### config.mk
export PLATFORM = sky130hd
export DESIGN_NAME = breathe_pwm_channel
export DESIGN_NICKNAME = d
export VERILOG_FILES = /design/src/rtl/breathe_pkg.sv /design/src/rtl/breathe_pwm_channel_pwm_compare.sv /design/src/rtl/breathe_pwm_channel.sv
export SDC_FILE = /design/constraint.sdc
export NUM_CORES = 1
export LEC_CHECK = 0
export ABC_AREA = 1
export ABC_CLOCK_PERIOD_IN_PS = 3300
export CAP_MARGIN = 40
export CORE_AREA = 2 2 89 134
export CTS_CLUSTER_SIZE = 14
export DETAILED_ROUTE_END_ITERATION = 12
export DIE_AREA = 0 0 91 136
export GPL_ROUTABILITY_DRIVEN = 0
export PLACE_DENSITY = 0.6
export SLEW_MARGIN = 20
export SYNTH_ARGS = -nofsm -noshare
export SYNTH_HDL_FRONTEND = slang
export SYNTH_SLANG_ARGS = --single-unit
### constraint.sdc
create_clock -name clk -period 3.3 [get_ports clk]
set_input_delay 0.66 -clock clk [delete_from_list [all_inputs] [get_ports clk]]
set_output_delay 0.66 -clock clk [all_outputs]
set_load 0.05 [all_outputs]
### src/rtl/breathe_pkg.sv
// rtl/breathe_pkg.sv - shared constants for the breathing PWM channel
//
// Purpose: state encoding and default widths shared by breathe_pwm_channel
//          and pwm_compare.
// Ports:   none (package).
package breathe_pkg;

    localparam int PWM_BITS_DEF    = 8;
    localparam int PERIOD_BITS_DEF = 24;

    // Brightness steps in one full inhale+exhale for the default resolution.
    localparam int STEPS_PER_CYCLE = 1 << (PWM_BITS_DEF + 1);

    localparam logic [1:0] IDLE   = 2'd0;
    localparam logic [1:0] INHALE = 2'd1;
    localparam logic [1:0] EXHALE = 2'd2;

endpackage

### src/rtl/breathe_pwm_channel_pwm_compare.sv
// rtl/breathe_pwm_channel_pwm_compare.sv - free-running PWM counter, compare and polarity register
//
// Purpose: turns a brightness level into a registered PWM drive.
// Ports:   clk, reset (async, active-high)
//          run    - 1 = count and compare; 0 = counter cleared, output at idle level
//          level  - brightness, on for `level` of every 2^PWM_BITS clocks
//          pwm_o  - registered drive, inverted when OUTPUT_ACTIVE_LOW=1
module pwm_compare
    import breathe_pkg::*;
#(
    parameter int PWM_BITS          = PWM_BITS_DEF,
    parameter bit OUTPUT_ACTIVE_LOW = 1'b0
) (
    input  logic                clk,
    input  logic                reset,
    input  logic                run,
    input  logic [PWM_BITS-1:0] level,
    output logic                pwm_o
);

    localparam logic [PWM_BITS-1:0] CNT_ONE = PWM_BITS'(1);

    logic [PWM_BITS-1:0] pwm_cnt;

    always_ff @(posedge clk or posedge reset) begin
        if (reset) begin
            pwm_cnt <= '0;
            pwm_o   <= OUTPUT_ACTIVE_LOW;
        end else if (!run) begin
            pwm_cnt <= '0;
            pwm_o   <= OUTPUT_ACTIVE_LOW;
        end else begin
            // Wraps naturally at 2^PWM_BITS; strict '<' keeps level 0 fully dark.
            pwm_cnt <= pwm_cnt + CNT_ONE;
            pwm_o   <= (pwm_cnt < level) ^ OUTPUT_ACTIVE_LOW;
        end
    end

endmodule

### src/rtl/breathe_pwm_channel.sv
// rtl/breathe_pwm_channel.sv - single-channel LED breathing generator
//
// Purpose: triangle brightness ramp 0 -> MAX -> 0, each step held for
//          `period` clocks, driving a PWM LED output.
// Ports:   clk, reset (async, active-high)
//          enable       - 1 = breathe, 0 = back to IDLE with LED dark
//          period       - clocks per brightness step (0 behaves as 1)
//          breathe_o    - registered PWM LED drive
//          level_o      - current brightness
//          cycle_done_o - one-clock pulse at the end of each inhale+exhale
//          busy_o       - channel is not idle
module breathe_pwm_channel
    import breathe_pkg::*;
#(
    parameter int PWM_BITS          = PWM_BITS_DEF,
    parameter int PERIOD_BITS       = PERIOD_BITS_DEF,
    parameter bit OUTPUT_ACTIVE_LOW = 1'b0
) (
    input  logic                   clk,
    input  logic                   reset,
    input  logic                   enable,
    input  logic [PERIOD_BITS-1:0] period,
    output logic                   breathe_o,
    output logic [PWM_BITS-1:0]    level_o,
    output logic                   cycle_done_o,
    output logic                   busy_o
);

    localparam logic [PWM_BITS-1:0]    LEVEL_MAX  = '1;
    localparam logic [PWM_BITS-1:0]    LEVEL_ONE  = PWM_BITS'(1);
    localparam logic [PERIOD_BITS-1:0] PERIOD_ONE = PERIOD_BITS'(1);

    logic [1:0]             state;
    logic [PERIOD_BITS-1:0] step_cnt;
    logic [PERIOD_BITS-1:0] period_m1;
    logic                   tick;
    logic                   pwm_run;

    assign period_m1 = (period == '0) ? '0 : period - PERIOD_ONE;
    // '>=' rather than '==' so a shrinking period ends the current step at once
    // instead of letting step_cnt run all the way round.
    assign tick    = (step_cnt >= period_m1);
    assign busy_o  = (state != IDLE);
    // Gate on enable too so the PWM goes idle on the same edge the FSM does.
    assign pwm_run = enable && (state != IDLE);

    always_ff @(posedge clk or posedge reset) begin
        if (reset) begin
            state        <= IDLE;
            level_o      <= '0;
            step_cnt     <= '0;
            cycle_done_o <= 1'b0;
        end else begin
            cycle_done_o <= 1'b0;
            if (!enable) begin
                state    <= IDLE;
                level_o  <= '0;
                step_cnt <= '0;
            end else begin
                case (state)
                    IDLE: begin
                        state    <= INHALE;
                        level_o  <= '0;
                        step_cnt <= '0;
                    end
                    INHALE: begin
                        if (tick) begin
                            step_cnt <= '0;
                            // MAX is held for a second step as the first EXHALE step.
                            if (level_o == LEVEL_MAX) state <= EXHALE;
                            else                      level_o <= level_o + LEVEL_ONE;
                        end else begin
                            step_cnt <= step_cnt + PERIOD_ONE;
                        end
                    end
                    EXHALE: begin
                        if (tick) begin
                            step_cnt <= '0;
                            if (level_o == '0) begin
                                state        <= INHALE;
                                cycle_done_o <= 1'b1;
                            end else begin
                                level_o <= level_o - LEVEL_ONE;
                            end
                        end else begin
                            step_cnt <= step_cnt + PERIOD_ONE;
                        end
                    end
                    default: begin
                        state    <= IDLE;
                        level_o  <= '0;
                        step_cnt <= '0;
                    end
                endcase
            end
        end
    end

    pwm_compare #(
        .PWM_BITS         (PWM_BITS),
        .OUTPUT_ACTIVE_LOW(OUTPUT_ACTIVE_LOW)
    ) u_pwm (
        .clk  (clk),
        .reset(reset),
        .run  (pwm_run),
        .level(level_o),
        .pwm_o(breathe_o)
    );

endmodule

==> impl_metrics.py, run 1 <==
metrics = {
    "outcome": {
        "status": "completed",
    },
    "clock_tree": {
        "insertion_delay_ns": 0.29,
        "ctsHtreeMaxLevel": 2,
        "cts_tree": "built",
        "path_clk_slew_ns": 0.06,
        "cts.sinks": 44,
        "cts_made_buffers": 5,
        "cts_hold_buf": 0,
        "cts-root-buf": "clkbuf_16",
        "clockBufferDepth": 2,
    },
    "detailed_routing": {
        "wl_per_cell_microns": 13.1,
        "drt-initial-drc-count": 216,
        "viasPerCell": 4.89,
        "vias": 4130,
        "drc": 0,
        "dr.pass1.iters": 5,
        "routed_wl_mm": 11.1,
        "ant_nets": 0,
    },
    "worst_setup_path": {
        "crit_fanout": 5,
        "crit_top_cell": "nand2_1",
        "cp.depth": 20,
        "worstSetupStartpoint": "period[13]",
        "critPathSlowestCell": "clkdlybuf4s50_1",
        "path_cells": "clkdlybuf4s50_1 > nor2_2 > nand2_2 > nor2_4 > nand2_1 > nor3_2 > or2_2 > nand3_1 > ha_1 > nand2_1 > inv_1 > nand2_1 > nand2_1 > nand2_1 > nand2_1 > a21oi_4 > buf_4 > nand2_8 > buf_8 > nor3_2",
        "critPathMaxStageDelay_ns": 0.45,
        "crit_end": "step_cnt[21]$_DFF_PP0_",
        "reg2reg_from": "state[0]$_DFFE_PP0P_",
        "critical_path.top_delay_family": "simple AND/OR/NAND/NOR gates",
        "r2r_slack_ns": 0.99,
        "startpoint_type": "input port",
        "worstPathRequired_ns": 3.51,
        "ff2ff_path_depth": 12,
        "reg2reg_to": "level_o[5]$_DFFE_PP0P_",
        "arrival_ns": 3.36,
        "crit_type": "input port to flop",
        "critPathCaptureType": "flop",
        "crit_buf_inv": 4,
    },
    "finish": {
        "layout_commonest_cell": "nand2_1",
        "final_cell_area_sq_um": 5470,
        "area_delta_synth_final_pct": 34.4,
        "layout-drive-gt1-share": 0.209,
        "layout_common_cells": "147 x nand2_1, 69 x inv_1, 66 x nor2_1, 54 x nand3_1, 53 x buf_4",
        "n_antenna_cell": 0,
        "nets": 766,
    },
    "power": {
        "ir_drop_uv": 461,
        "p_leak_nw": 2.74,
        "finalPower_mw": 2.18,
        "power_density_nw_per_um2": 398,
        "switching_share": 0.432,
        "switching_power_mw": 0.940,
        "clkPwrFrac": 0.225,
        "pwr-share-seq": 0.311,
        "internal_power_mw": 1.24,
        "comb_power_share": 0.464,
    },
    "sta": {
        "period_share": 0.955,
        "rsz0062_at_grt": "yes",
        "setup_viol": 0,
        "whs_ns": 0.484,
        "tightest_slew_ns": 0.820,
        "max_freq_mhz": 317,
        "hold_viol_final": 0,
        "slew_headroom": 0.453,
        "min_period_ns": 3.15,
        "slew_violations": 0,
        "finClkSkew_ns": 0.00572,
        "fin_tns_setup_ns": 0,
    },
    "grt": {
        "grt_antenna_before_repair": 0,
        "first_global_vias": 4142,
        "grt.overflow.total": 0,
        "grt_start_max_net_pins": 22,
        "grt_usage": 0.183,
        "grt_pass1_wl_mm": 18.5,
    },
    "floorplanning": {
        "die_width_microns": 91,
        "dieArea_sq_um": 12400,
        "start_util": 0.360,
        "core_sq_um": 11300,
        "io_pins": 38,
        "rows": 48,
        "die_h_microns": 136,
    },
    "yosys": {
        "synth_top_area_cell": "dfrtp_1",
        "synth_edf_count": 0,
        "syn_area_sq_um": 4070,
        "synth_top_area_share": 0.271,
        "synth_fp_nets": 668,
        "synth-seq-area-share": 0.271,
        "ys_ff_latch": 44,
        "ys.flop_type": "dfrtp_1",
        "ys_warn_count": 0,
        "ys_top_cells_by_area": "dfrtp_1 27%, nand2_1 14%, ha_1 14%",
        "avgSynthCellArea_sq_um": 6.83,
        "async_flop_share": 1.00,
        "synth_cell_types": 39,
        "synth_cells": 595,
    },
    "placed_design": {
        "io_buffers": 37,
        "place_area_sq_um": 5000,
        "place_hpwl_mm": 8.73,
    },
    "hold_path": {
        "hold_path_class": "flop to flop",
    },
    "job": {
        "cap_viol_max_count": 0,
    },
}
## area by class of cell
type                    instances  area, sq um
fillers                      1170         5830
multi-input cells             469         2890
flip-flops and latches         44         1100
repair buffers                 95          833
inverters                      78          305
well taps                     150          188
clock buffers                   5          125
clock inverters                 3         18.8
## cell families (layout without fill, tap and decap cells)
kind of cell / after synthesis / in the layout / share of synthesized area
buf+inv: 83 / 181 / 0.0809
fa+ha+maj: 46 / 46 / 0.143
flops: 44 / 44 / 0.271
compound gates: 40 / 40 / 0.0572
xor+xnor: 19 / 19 / 0.0409
simple gates: 363 / 364 / 0.407
## power groups by stage
stage	sequential, mW	combinational (mW)	clock (mW)
after floorplan	0.750	0.558	0
after global placement	0.684	0.915	0
after detailed placement	0.683	0.942	0
after CTS	0.676	0.990	0.500
after global routing	0.685	1.12	0.529
final	0.676	1.01	0.491
## synth_stat cells, drive strengths merged (2+ instances only)
cell    number
o21ai       10
nor4         4
xnor2        9
a21o         3
nor3b        4
a21boi       2
a21oi       19
dfrtp       44
xor2        10
nor3        24
nand4        9
o211ai       2
nand2      157
nand3       61
ha          45
or2          9
nor2        94
buf          5
inv         78
## per-stage QoR
step,util,setup slack [ns],cells
2_1_floorplan,-,0.366,595
3_3_place_gp,0.440,-0.405,828
3_5_place_dp,0.443,-0.442,829
4_1_cts,0.467,0.00820,841
5_1_grt,0.484,-0.00945,844
6_report,0.484,0.150,844
## sequential cells by signal, indices dropped and copies added, names as in the netlist
name,count
step_cnt,24
level_o,8
u_pwm.pwm_o,1
cycle_done_o,1
state,2
u_pwm.pwm_cnt,8
## how the worst min path moves through the flow
stage / startpoint / depth (start not counted) / end
4_1_cts: step_cnt[0]$_DFF_PP0_ / 1 / step_cnt[0]$_DFF_PP0_
3_3_place_gp: step_cnt[0]$_DFF_PP0_ / 1 / step_cnt[0]$_DFF_PP0_
5_1_grt: step_cnt[0]$_DFF_PP0_ / 1 / step_cnt[0]$_DFF_PP0_
3_5_place_dp: step_cnt[0]$_DFF_PP0_ / 1 / step_cnt[0]$_DFF_PP0_
2_1_floorplan: u_pwm.pwm_cnt[0]$_DFF_PP0_ / 1 / u_pwm.pwm_cnt[0]$_DFF_PP0_
6_report: step_cnt[0]$_DFF_PP0_ / 1 / step_cnt[0]$_DFF_PP0_
## metal layers
metal	up-vias	GRT usage	share of wire
li1	2120	-	-
met1	1881	0.201	0.40
met2	103	0.352	0.53
met3	26	0.0150	0.030
met4	0	0.0859	0.037
met5	-	0	0
## what timing repair did
action                     CTS  global route
resized for setup           37            39
cloned                       1             1
setup endpoints to repair   34            35
setup buffers                3             2
pin swaps                   13            17
Power figures use the tool's default switching activity.
==> run 2, diff against run 1 <==
==> constraint.sdc (replaced) <==
create_clock -name clk -period 3.3 [get_ports clk]
set_input_delay 0.33 -clock clk [delete_from_list [all_inputs] [get_ports clk]]
set_output_delay 0.33 -clock clk [all_outputs]
set_load 0.05 [all_outputs]
==> impl_metrics.py, run 2 (synthesis gave the netlist of run 1 again) <==
metrics = {
    "detailed_routing": {
        "drc": 0,
        "wl_per_cell_microns": 13.3,
        "viasPerCell": 4.93,
        "routed_wl_mm": 10.7,
        "ant_nets": 0,
        "dr.pass1.iters": 4,
        "vias": 3987,
        "drt-initial-drc-count": 289,
    },
    "placed_design": {
        "io_buffers": 37,
        "place_hpwl_mm": 8.43,
    },
    "power": {
        "power_density_nw_per_um2": 440,
        "p_leak_nw": 2.56,
        "ir_drop_uv": 380,
        "finalPower_mw": 2.21,
    },
    "grt": {
        "grt.overflow.total": 0,
        "first_global_vias": 4017,
        "grt_usage": 0.177,
        "grt_pass1_wl_mm": 18.0,
        "grt_antenna_before_repair": 0,
        "grt_start_max_net_pins": 45,
    },
    "finish": {
        "top_register": "step_cnt",
        "layout-drive-gt1-share": 0.131,
        "fillers": 1178,
        "regArea_sq_um": 1100,
        "largestRegisters": "step_cnt x24, level_o x8, u_pwm.pwm_cnt x8",
        "layout_commonest_cell": "nand2_1",
        "multi_input_area_sq_um": 2710,
        "area_delta_synth_final_pct": 23.8,
        "layout_common_cells": "151 x nand2_1, 72 x inv_1, 71 x nor2_1, 58 x nand3_1, 45 x ha_1",
        "nets": 731,
        "largest_reg_flops": 24,
        "n_antenna_cell": 0,
    },
    "worst_setup_path": {
        "ff2ff_path_depth": 12,
        "critical_path.top_delay_family": "simple AND/OR/NAND/NOR gates",
        "critPathCaptureType": "flop",
        "startpoint_type": "input port",
        "worstSetupStartpoint": "period[1]",
        "crit_buf_inv": 3,
        "path_cells": "clkdlybuf4s50_1 > or2_1 > nor2_4 > nand2_2 > nor2_4 > nand2_4 > nor2_4 > nand2_1 > nand2_1 > nand3_1 > ha_1 > a21oi_1 > nor2_1 > nor2_1 > nand2_1 > a21oi_2 > buf_4 > nand2_2 > buf_4 > nor3_2",
        "crit_fanout": 6,
        "r2r_slack_ns": 1.00,
        "reg2reg_from": "state[0]$_DFFE_PP0P_",
        "critPathSlowestCell": "clkdlybuf4s50_1",
        "reg2reg_to": "level_o[5]$_DFFE_PP0P_",
        "critPathMaxStageDelay_ns": 0.41,
        "crit_type": "input port to flop",
        "arrival_ns": 3.26,
        "worstPathRequired_ns": 3.51,
        "cp.depth": 20,
        "crit_end": "step_cnt[19]$_DFF_PP0_",
    },
    "clock_tree": {
        "cts.sinks": 44,
        "path_clk_slew_ns": 0.07,
        "cts_made_buffers": 5,
        "cts-root-buf": "clkbuf_16",
        "cts_tree": "built",
        "cts_hold_buf": 0,
        "clockBufferDepth": 2,
        "ctsHtreeMaxLevel": 2,
        "insertion_delay_ns": 0.29,
    },
    "floorplanning": {
        "core_sq_um": 11300,
        "die_width_microns": 91,
        "die_h_microns": 136,
        "io_pins": 38,
        "rows": 48,
        "start_util": 0.360,
        "dieArea_sq_um": 12400,
    },
    "sta": {
        "setup_viol": 0,
        "period_share": 0.925,
        "tightest_slew_ns": 0.703,
        "hold_viol_final": 0,
        "slew_violations": 0,
        "whs_ns": 0.483,
        "min_period_ns": 3.05,
        "finClkSkew_ns": 0.00994,
        "max_freq_mhz": 328,
        "slew_headroom": 0.531,
    },
    "hold_path": {
        "hold_path_class": "input port to async pin",
    },
    "outcome": {
        "status": "completed",
    },
    "job": {
        "cap_viol_max_count": 0,
    },
}
-- run 2: tightest hold or removal path: cells and delay by family --
kind                   cells  cell delay (ns)
buffers and inverters      3             0.90
-- run 2: worst min path at each step --
stage / startpoint / endpoint / slack (ns)
finish: reset / step_cnt[1]$_DFF_PP0_ / 0.48
global route: u_pwm.pwm_cnt[0]$_DFF_PP0_ / u_pwm.pwm_cnt[0]$_DFF_PP0_ / 0.53
CTS: u_pwm.pwm_cnt[0]$_DFF_PP0_ / u_pwm.pwm_cnt[0]$_DFF_PP0_ / 0.50
detailed placement: u_pwm.pwm_cnt[0]$_DFF_PP0_ / u_pwm.pwm_cnt[0]$_DFF_PP0_ / 0.49
global placement: u_pwm.pwm_cnt[0]$_DFF_PP0_ / u_pwm.pwm_cnt[0]$_DFF_PP0_ / 0.49
floorplan: u_pwm.pwm_cnt[0]$_DFF_PP0_ / u_pwm.pwm_cnt[0]$_DFF_PP0_ / 0.45
-- run 2: layout make-up --
| type | count | share of cell area |
|---|---|---|
| clock inverter | 3 | 0.00920 |
| sequential | 44 | 0.219 |
| clock buffer | 5 | 0.0249 |
| timing repair buffer | 60 | 0.112 |
| tap | 150 | 0.0373 |
| inverter | 78 | 0.0592 |
| multi-input combinational | 469 | 0.539 |
-- run 2: power by group --
group | total (mW) | internal, mW | switching, mW
sequential | 0.677 | 0.593 | 0.0839
combinational | 0.951 | 0.333 | 0.618
clock | 0.585 | 0.360 | 0.225
total | 2.21 | 1.29 | 0.926
-- run 2: routing by layer --
layer / GRT usage / up-vias / part of all wire
li1: - / 2057 / -
met1: 0.197 / 1827 / 0.41
met2: 0.337 / 85 / 0.54
met3: 0.0200 / 18 / 0.030
met4: 0.0715 / 0 / 0.024
met5: 0 / - / 0
-- run 2: metrics by stage --
step | util | instances | instance area (sq um) | setup WS [ns] | setup TNS [ns]
finish | 0.446 | 809 | 5030 | 0.247 | 0
global route | 0.446 | 809 | 5030 | -0.0139 | -0.0980
CTS | 0.435 | 805 | 4910 | 0.0925 | 0
detailed placement | 0.420 | 797 | 4740 | -0.207 | -4.48
global placement | 0.420 | 797 | 4740 | -0.113 | -2.58
floorplan | - | 595 | 4070 | 0.696 | 0
-- run 2: timing repair --
action | in CTS | in global routing
hold endpoints to repair | 0 | 0
buffers inserted | 0 | 3
setup endpoints to repair | 0 | 30
resized for setup | 0 | 25
==> run 3, diff against run 2 <==
--- a/config.mk
+++ b/config.mk
@@ -8,10 +8,10 @@
 export ABC_AREA = 1
 export ABC_CLOCK_PERIOD_IN_PS = 3300
 export CAP_MARGIN = 40
-export CORE_AREA = 2 2 89 134
+export CORE_AREA = 2 2 103 115
 export CTS_CLUSTER_SIZE = 14
 export DETAILED_ROUTE_END_ITERATION = 12
-export DIE_AREA = 0 0 91 136
+export DIE_AREA = 0 0 105 117
 export GPL_ROUTABILITY_DRIVEN = 0
 export PLACE_DENSITY = 0.6
 export SLEW_MARGIN = 20
==> impl_metrics.py, run 3 (synthesis gave the netlist of run 1 again) <==
metrics = {
    "worst_setup_path": {
        "startpoint_type": "input port",
        "crit_type": "input port to flop",
        "worstPathRequired_ns": 3.47,
        "arrival_ns": 3.13,
        "critPathCaptureType": "flop",
        "crit_fanout": 8,
    },
    "job": {
        "cap_viol_max_count": 0,
    },
    "clock_tree": {
        "cts_hold_buf": 0,
        "insertion_delay_ns": 0.29,
        "ctsHtreeMaxLevel": 2,
        "path_clk_slew_ns": 0.06,
        "ctsResizeCount": 0,
        "cts_made_buffers": 5,
        "cts-root-buf": "clkbuf_16",
        "cts.sinks": 44,
        "cts_tree": "built",
        "clockBufferDepth": 2,
        "post_cts_buffers": 0,
    },
    "finish": {
        "layout_common_cells": "152 x nand2_1, 79 x nor2_1, 72 x inv_1, 60 x nand3_1, 45 x ha_1",
        "fillers": 1170,
        "layout_commonest_cell": "nand2_1",
        "final_cell_area_sq_um": 4850,
        "n_antenna_cell": 0,
        "largest_reg_flops": 24,
        "top_register": "step_cnt",
        "multi_input_area_sq_um": 2640,
        "largestRegisters": "step_cnt x24, level_o x8, u_pwm.pwm_cnt x8",
        "regArea_sq_um": 1100,
        "area_delta_synth_final_pct": 19.4,
        "nets": 722,
        "layout-drive-gt1-share": 0.0938,
    },
    "placed_design": {
        "place_hpwl_mm": 7.72,
        "place_area_sq_um": 4700,
        "io_buffers": 37,
    },
    "detailed_routing": {
        "ant_nets": 0,
        "drt-initial-drc-count": 198,
        "wl_per_cell_microns": 12.1,
        "routed_wl_mm": 9.69,
        "drc": 0,
        "vias": 3871,
        "dr.pass1.iters": 4,
        "viasPerCell": 4.84,
    },
    "sta": {
        "setup_viol": 0,
        "slew_headroom": 0.614,
        "rsz0062_at_grt": "no",
        "finClkSkew_ns": 0.0101,
        "fin_tns_setup_ns": 0,
        "min_period_ns": 2.96,
        "tightest_slew_ns": 0.579,
        "whs_ns": 0.485,
        "max_freq_mhz": 338,
        "hold_viol_final": 0,
        "slew_violations": 0,
        "period_share": 0.897,
    },
    "grt": {
        "grt_antenna_before_repair": 0,
        "grt_start_max_net_pins": 45,
        "grt_usage": 0.169,
        "first_global_vias": 3762,
        "grt.overflow.total": 0,
        "grt_pass1_wl_mm": 17.0,
    },
    "floorplanning": {
        "die_width_microns": 105,
        "rows": 41,
        "die_h_microns": 117,
        "io_pins": 38,
        "dieArea_sq_um": 12300,
        "core_sq_um": 11200,
        "start_util": 0.364,
    },
    "power": {
        "ir_drop_uv": 351,
        "finalPower_mw": 2.08,
        "p_leak_nw": 2.43,
        "power_density_nw_per_um2": 429,
    },
    "outcome": {
        "status": "completed",
    },
    "hold_path": {
        "hold_path_class": "input port to async pin",
    },
}
==> run 3: cell types whose count changed in the layout (fill, tap and decap cells not counted), moves of 4 or more <==
cell             delta
nor3_1              +4
buf_4               -7
nor2_1              +8
nor3_2              -4
dlymetal6s2s_1      -6
nor2_2              -7
clkdlybuf4s50_1     +6
==> run 3: routing by layer <==
layer / GRT usage / wire (microns) / up-vias
li1: - / - / 2036
met1: 0.203 / 4460 / 1740
met2: 0.310 / 4640 / 80
met3: 0.0282 / 396 / 15
met4: 0.0560 / 182 / 0
met5: 0 / 0 / -
==> run 3: worst max-delay path, stage by stage <==
cell and delay (ns):
clkdlybuf4s50_1 0.42, inv_1 0.11, ha_1 0.18, inv_1 0.08, nor2_4 0.15, nand2_2 0.08
inv_2 0.08, nand3_1 0.09, nor2_1 0.14, or2_2 0.12, nand3_1 0.07, ha_1 0.28
nand2_1 0.06, nor2_1 0.15, nand3_1 0.11, nor2_1 0.11, nand2_1 0.09, nand3_1 0.14
nand2_1 0.19, nand2_1 0.11, nand2_1 0.05
==> run 3: final timing paths <==
kind                                                  from                          to  slack (ns)  depth (start not counted)
worst min-delay path                                 reset      step_cnt[19]$_DFF_PP0_        0.49                          3
worst min register to register  u_pwm.pwm_cnt[0]$_DFF_PP0_  u_pwm.pwm_cnt[0]$_DFF_PP0_        0.50                          1
worst max register to register        state[0]$_DFFE_PP0P_      level_o[6]$_DFFE_PP0P_        1.07                         10
worst max-delay path                             period[0]      level_o[1]$_DFFE_PP0P_        0.34                         21
min in group clk                u_pwm.pwm_cnt[0]$_DFF_PP0_  u_pwm.pwm_cnt[0]$_DFF_PP0_        0.50                          1
max in group asynchronous                            reset      cycle_done_o$_DFF_PP0_        2.40                          3
==> run 3: layout make-up <==
| cell class | count | share of cell area |
|---|---|---|
| Clock buffer | 7 | 0.0294 |
| Clock inverter | 1 | 0.00155 |
| Inverter | 78 | 0.0608 |
| Multi-Input combinational cell | 468 | 0.543 |
| Sequential cell | 44 | 0.227 |
| Tap cell | 150 | 0.0387 |
| Timing Repair Buffer | 52 | 0.0995 |
==> run 3: report_power, final <==
part / switching (mW) / internal, mW / leakage, nW
Sequential: 0.0781 / 0.594 / 0.610
Combinational: 0.584 / 0.315 / 1.75
Clock: 0.208 / 0.302 / 0.0701
Total: 0.870 / 1.21 / 2.43
==> run 3: per-stage QoR <==
stage               utilization  std cells  setup WS [ns]
floorplan                     -        595          0.696
global placement          0.421        792         0.0952
detailed placement        0.421        792         0.0246
CTS                       0.434        800          0.325
global route              0.434        800         0.0295
finish                    0.434        800          0.339
